$ cat config.mk
export PLATFORM = sky130hd
export DESIGN_NAME = switch_debouncer
export DESIGN_NICKNAME = d
export VERILOG_FILES = /design/src/rtl/switch_debouncer_pkg.sv /design/src/rtl/bit_synchronizer.sv /design/src/rtl/switch_debouncer.sv
export SDC_FILE = /design/constraint.sdc
export NUM_CORES = 1
export LEC_CHECK = 0
export CORE_MARGIN = 8
export CORE_UTILIZATION = 50
export DETAILED_ROUTE_END_ITERATION = 12
export PLACE_DENSITY = 0.69
export SYNTH_ARGS = -nofsm -noshare
export SYNTH_HDL_FRONTEND = slang
export SYNTH_SLANG_ARGS = --single-unit
$ cat constraint.sdc
create_clock -name clk -period 3.8 [get_ports clk]
set_input_delay 0.57 -clock clk [delete_from_list [all_inputs] [get_ports clk]]
set_output_delay 0.57 -clock clk [all_outputs]
set_load 0.02 [all_outputs]
$ cat src/rtl/switch_debouncer_pkg.sv
// Shared types and defaults for the switch debouncer.
package switch_debouncer_pkg;

  typedef enum logic [1:0] {
    STABLE_LOW  = 2'd0,
    PEND_HIGH   = 2'd1,
    STABLE_HIGH = 2'd2,
    PEND_LOW    = 2'd3
  } deb_state_t;

  // 10 ms debounce and 1 s long press at 25 MHz
  localparam int DEF_DEBOUNCE_CYCLES   = 250000;
  localparam int DEF_LONG_PRESS_CYCLES = 25000000;
  localparam int DEF_SYNC_STAGES       = 2;

endpackage

$ cat src/rtl/bit_synchronizer.sv
// Generic N-flop synchronizer for a single asynchronous bit.
module bit_synchronizer #(
  parameter int STAGES = 2
) (
  input  logic clk,
  input  logic rst,
  input  logic i_d,
  output logic o_q
);

  if (STAGES < 2) begin : g_bad_stages
    $error("bit_synchronizer: STAGES must be >= 2");
  end

  logic [STAGES-1:0] q;

  // shift the pad value through the flop chain
  always_ff @(posedge clk or posedge rst) begin
    if (rst) q <= '0;
    else     q <= {q[STAGES-2:0], i_d};
  end

  assign o_q = q[STAGES-1];

endmodule

$ cat src/rtl/switch_debouncer.sv
// Switch debouncer: synchronizes a bouncy pad, requires DEBOUNCE_CYCLES of
// stable input before changing o_switch, and emits press/release strobes.
// Optional long-press strobe built when SWITCH_DEBOUNCER_LONG_PRESS_EN is
// defined; otherwise o_long is tied low.
module switch_debouncer
  import switch_debouncer_pkg::*;
#(
  parameter int DEBOUNCE_CYCLES   = DEF_DEBOUNCE_CYCLES,
  parameter int SYNC_STAGES       = DEF_SYNC_STAGES,
  parameter int LONG_PRESS_CYCLES = DEF_LONG_PRESS_CYCLES
) (
  input  logic clk,
  input  logic rst,
  input  logic i_switch,
  output logic o_switch,
  output logic o_rise,
  output logic o_fall,
  output logic o_long
);

  if (DEBOUNCE_CYCLES < 1) begin : g_bad_deb
    $error("switch_debouncer: DEBOUNCE_CYCLES must be >= 1");
  end
  if (SYNC_STAGES < 2) begin : g_bad_sync
    $error("switch_debouncer: SYNC_STAGES must be >= 2");
  end
  if (LONG_PRESS_CYCLES < 1) begin : g_bad_long
    $error("switch_debouncer: LONG_PRESS_CYCLES must be >= 1");
  end

  localparam int          CW      = $clog2(DEBOUNCE_CYCLES + 1);
  localparam logic [CW-1:0] CNT_MAX = CW'(DEBOUNCE_CYCLES);

  logic          s;
  deb_state_t    state, state_n;
  logic [CW-1:0] cnt, cnt_n;
  logic          sw_n, rise_n, fall_n;

  bit_synchronizer #(.STAGES(SYNC_STAGES)) u_sync (
    .clk (clk),
    .rst (rst),
    .i_d (i_switch),
    .o_q (s)
  );

  // state, counter and registered outputs
  always_ff @(posedge clk or posedge rst) begin
    if (rst) begin
      state    <= STABLE_LOW;
      cnt      <= '0;
      o_switch <= 1'b0;
      o_rise   <= 1'b0;
      o_fall   <= 1'b0;
    end else begin
      state    <= state_n;
      cnt      <= cnt_n;
      o_switch <= sw_n;
      o_rise   <= rise_n;
      o_fall   <= fall_n;
    end
  end

  // next state; counter restarts on every mismatch, commits at CNT_MAX
  always_comb begin
    state_n = state;
    cnt_n   = cnt;
    case (state)
      STABLE_LOW: begin
        if (s) begin state_n = PEND_HIGH; cnt_n = CW'(1); end
        else   cnt_n = '0;
      end
      PEND_HIGH: begin
        if (!s)                  begin state_n = STABLE_LOW;  cnt_n = '0; end
        else if (cnt == CNT_MAX) begin state_n = STABLE_HIGH; cnt_n = '0; end
        else                     cnt_n = cnt + 1'b1;
      end
      STABLE_HIGH: begin
        if (!s) begin state_n = PEND_LOW; cnt_n = CW'(1); end
        else    cnt_n = '0;
      end
      PEND_LOW: begin
        if (s)                   begin state_n = STABLE_HIGH; cnt_n = '0; end
        else if (cnt == CNT_MAX) begin state_n = STABLE_LOW;  cnt_n = '0; end
        else                     cnt_n = cnt + 1'b1;
      end
      default: begin state_n = STABLE_LOW; cnt_n = '0; end
    endcase
  end

  // output decode: level follows the debounced side, strobes on commit only
  always_comb begin
    sw_n   = (state_n == STABLE_HIGH) || (state_n == PEND_LOW);
    rise_n = (state == PEND_HIGH) && (state_n == STABLE_HIGH);
    fall_n = (state == PEND_LOW)  && (state_n == STABLE_LOW);
  end

`ifdef SWITCH_DEBOUNCER_LONG_PRESS_EN
  localparam int          HW       = $clog2(LONG_PRESS_CYCLES + 1);
  localparam logic [HW-1:0] HOLD_MAX = HW'(LONG_PRESS_CYCLES);

  logic [HW-1:0] hold;
  logic          hi_state;

  assign hi_state = (state == STABLE_HIGH) || (state == PEND_LOW);

  // hold counter saturates so o_long fires once per press; PEND_LOW
  // bounces keep counting because the level is still high
  always_ff @(posedge clk or posedge rst) begin
    if (rst) begin
      hold   <= '0;
      o_long <= 1'b0;
    end else begin
      o_long <= 1'b0;
      if (rise_n || fall_n) begin
        hold <= '0;
      end else if (hi_state && (hold != HOLD_MAX)) begin
        hold   <= hold + 1'b1;
        o_long <= (hold == HOLD_MAX - 1'b1);
      end
    end
  end
`else
  assign o_long = 1'b0;
`endif

endmodule

==> summary.md <==
| Metric | Value |
|---|---|
| CTS Buf Count | 3 |
| Largest net degree at the start of global routing | 25 |
| Combinational share of power | 0.037 |
| CP cell instances | clkdlybuf4s50_1 |
| Number of synthesized register bits | 24 |
| Post-cts repair resize count | 0 |
| Layout net count | roughly 130 |
| Setup bufs post-CTS | 0 |
| Unrepaired setup endpoints after global routing | no |
| Starting Density | 0.533 |
| DIE HEIGHT | between 60 and 70 µm |
| CP required | 3.23 ns |
| Min-delay worst type | register to register |
| Clk_skew | ~0.0066 ns |
| DRC | 0 |
| Critical path fanouts, max | 5 |
| All-Layer GR Usage | 0.113 |
| Relative slew slack | 0.413 |
| CP peak stage delay | about 0.63 ns |
| Critical Path AT | between 1 and 1.5 ns |
| Vias per cell | between 5 and 6 |
| Clock transition at path regs | 0.13 ns |
| Iteration-0 DRC count of the detailed router | 20 |
| Syn Std Cell Area | about 1200 µm² |
| Initial antenna violation count | 0 |
| DRT antenna net count | 0 |
| Max Cap Viol | 0 |
| # diodes | 0 |
| Number of flops mapped to enable cells by yosys | 0 |
| CTS sink count | 24 |
| PwrDens | 356 nW/µm² |
| Area grow syn2layout | 9.66% |
| Status | finished, final reports clean |
| Worst-Margin Slew | 0.879 ns |
| Share of flip-flops with an asynchronous set or reset | 1.00 |
| Ys flop type | dfrtp_1 |
| Most common cell after layout, fill and taps aside | dfrtp_1 |
| # hold bufs at CTS | 0 |
| Total gr overflow | 0 |
| LEAKAGE | between 0.5 and 0.6 nW |
| Peak supply drop | about 0.24 mV |
| Slew Viols, Final | 0 |
| Vias | approximately 800 |
| Drt first pass iters | 4 |
| Wirelength, routed | approximately 2.1 mm |
| First-pass GRT wire length | between 3 and 4 mm |
| Number of global-route vias before repair | around 790 |
| Sw Share | 0.196 |
| Root Driver | clkbuf_4 |
| CTS tree | built |
| Final TNS setup | 0 ns |
| Pint | 0.370 mW |
| Worst path top cell family by delay | buffers and inverters |
| Final hold vios | 0 |
| Final Cycle Share | 0.513 |
| Setup violators final | 0 |
| RR Startpoint | cnt[9] |
| NetSw | 0.0903 mW |
| CP bufs+invs | 1 |
| Worst Hold Launch | u_sync.q[0] |
| Std cell rows | 17 |
| Cells after Synth | ~110 |
| Syn Nets | about 120 |
| I/O pin count | 7 |
| HPWL Detailed | 1.49 mm |
| Syn Area/Cell | 10.4 µm² |
| Clk pwr share | 0.396 |
| Fmax achieved | around 510 MHz |
| Fraction of layout cells with a size suffix above 1 | 0.0672 |
| Most frequent cells in the layout | dfrtp_1, nor2_1, xnor2_1 |
| Crit. Startpoint | o_switch |
| Slowest stage cell on the critical path | clkdlybuf4s50_1 |
| Core ar. | approximately 2200 µm² |
| PnR Total Power | approximately 0.46 mW |
| Crit path launch type | register |
| Seq pwr share | 0.567 |
| Yosys Warn Count | 0 |
| DIE AREA | roughly 4200 µm² |
| Number of buffers added on ports | 5 |
| CTS max path bufs | 2 |
| WL per Instance | 14.1 µm |
| H-tree lvl count | 1 |
| Worst Setup End Kind | output pin |
| Netlist cell types | 30 |
| CP Class | register to output pin |
| Chip width | 64.6 µm |
| Hold slack | around 0.38 ns |
| Sequential element share of the synthesized area | 0.510 |
| Clk_lat worst skew | about 0.32 ns |
| GP Congestion | approximately 0.8 |
| Post-layout minimum cycle time | approximately 2 ns |
[synth_stat cells (all sizes together), types with 2 or more instances]
cell,n,share of area
nand3,7,0.030
buf,2,0.016
o31ai,2,0.024
nand4,4,0.021
nor4,8,0.055
xor2,3,0.022
nor2,18,0.057
and3b,2,0.015
or3,2,0.011
inv,7,0.022
nor3,3,0.013
xnor2,12,0.089
dfrtp,24,0.51
nand2,5,0.018
a21oi,2,0.0085
ha,2,0.021
[metal layers]
layer	wire length, µm	GRT usage	vias to the layer above
li1	-	-	398
met1	993	0.151	374
met2	955	0.160	13
met3	85	0.0430	7
met4	38	0.0490	0
met5	0	0	-
[logic make-up after synthesis]
group                    after synthesis  share of synthesized area
multiplexers                           1                    0.00955
flip-flops                            24                      0.510
other                                  1                    0.00318
AO/OA/AOI/OAI                          6                     0.0435
buffers and inverters                 10                     0.0425
adder cells (fa/ha/maj)                2                     0.0212
XOR/XNOR                              15                      0.111
AND/OR/NAND/NOR                       54                      0.259
[final timing paths]
path / slack, ns / depth (start not counted) / end
min in group asynchronous: 0.72 / 2 / o_fall
min: 0.38 / 0 / u_sync.q[1]
max: 1.85 / 1 / o_switch
max reg2reg: 1.88 / 4 / cnt[8]
max in group asynchronous: 2.54 / 2 / cnt[13]
min reg2reg: 0.38 / 0 / u_sync.q[1]
[metrics by stage]
| step | util | worst slack, ns | cells | area [µm²] |
|---|---|---|---|---|
| after detailed placement | 0.561 | 1.93 | 143 | 1240 |
| after global routing | 0.584 | 1.71 | 147 | 1290 |
| after floorplan | - | 2.17 | 113 | 1180 |
| after CTS | 0.584 | 1.83 | 147 | 1290 |
| final | 0.584 | 1.85 | 147 | 1290 |
| after global placement | 0.561 | 1.94 | 143 | 1240 |
[power groups by stage]
stage               Clock [mW]  Sequential (mW)  Combinational, mW
floorplan                    0            0.265             0.0144
global placement             0            0.266             0.0174
detailed placement           0            0.266             0.0175
CTS                      0.188            0.261             0.0177
global route             0.198            0.262             0.0202
finish                   0.182            0.261             0.0172
[final cells by class]
class / instances / area, µm²
Fill cell: 190 / 920
Sequential cell: 24 / 601
Multi-Input combinational cell: 79 / 528
Timing Repair Buffer: 5 / 50.0
Clock buffer: 3 / 22.5
Inverter: 7 / 26.3
Tap cell: 28 / 35.0
Clock inverter: 1 / 30.0
[registers in the layout, summed over array words and instances (netlist names)]
name and count:
o_fall 1, cnt 18, o_switch 1, u_sync.q 2, state 1, o_rise 1
Power figures use the tool's default switching activity.
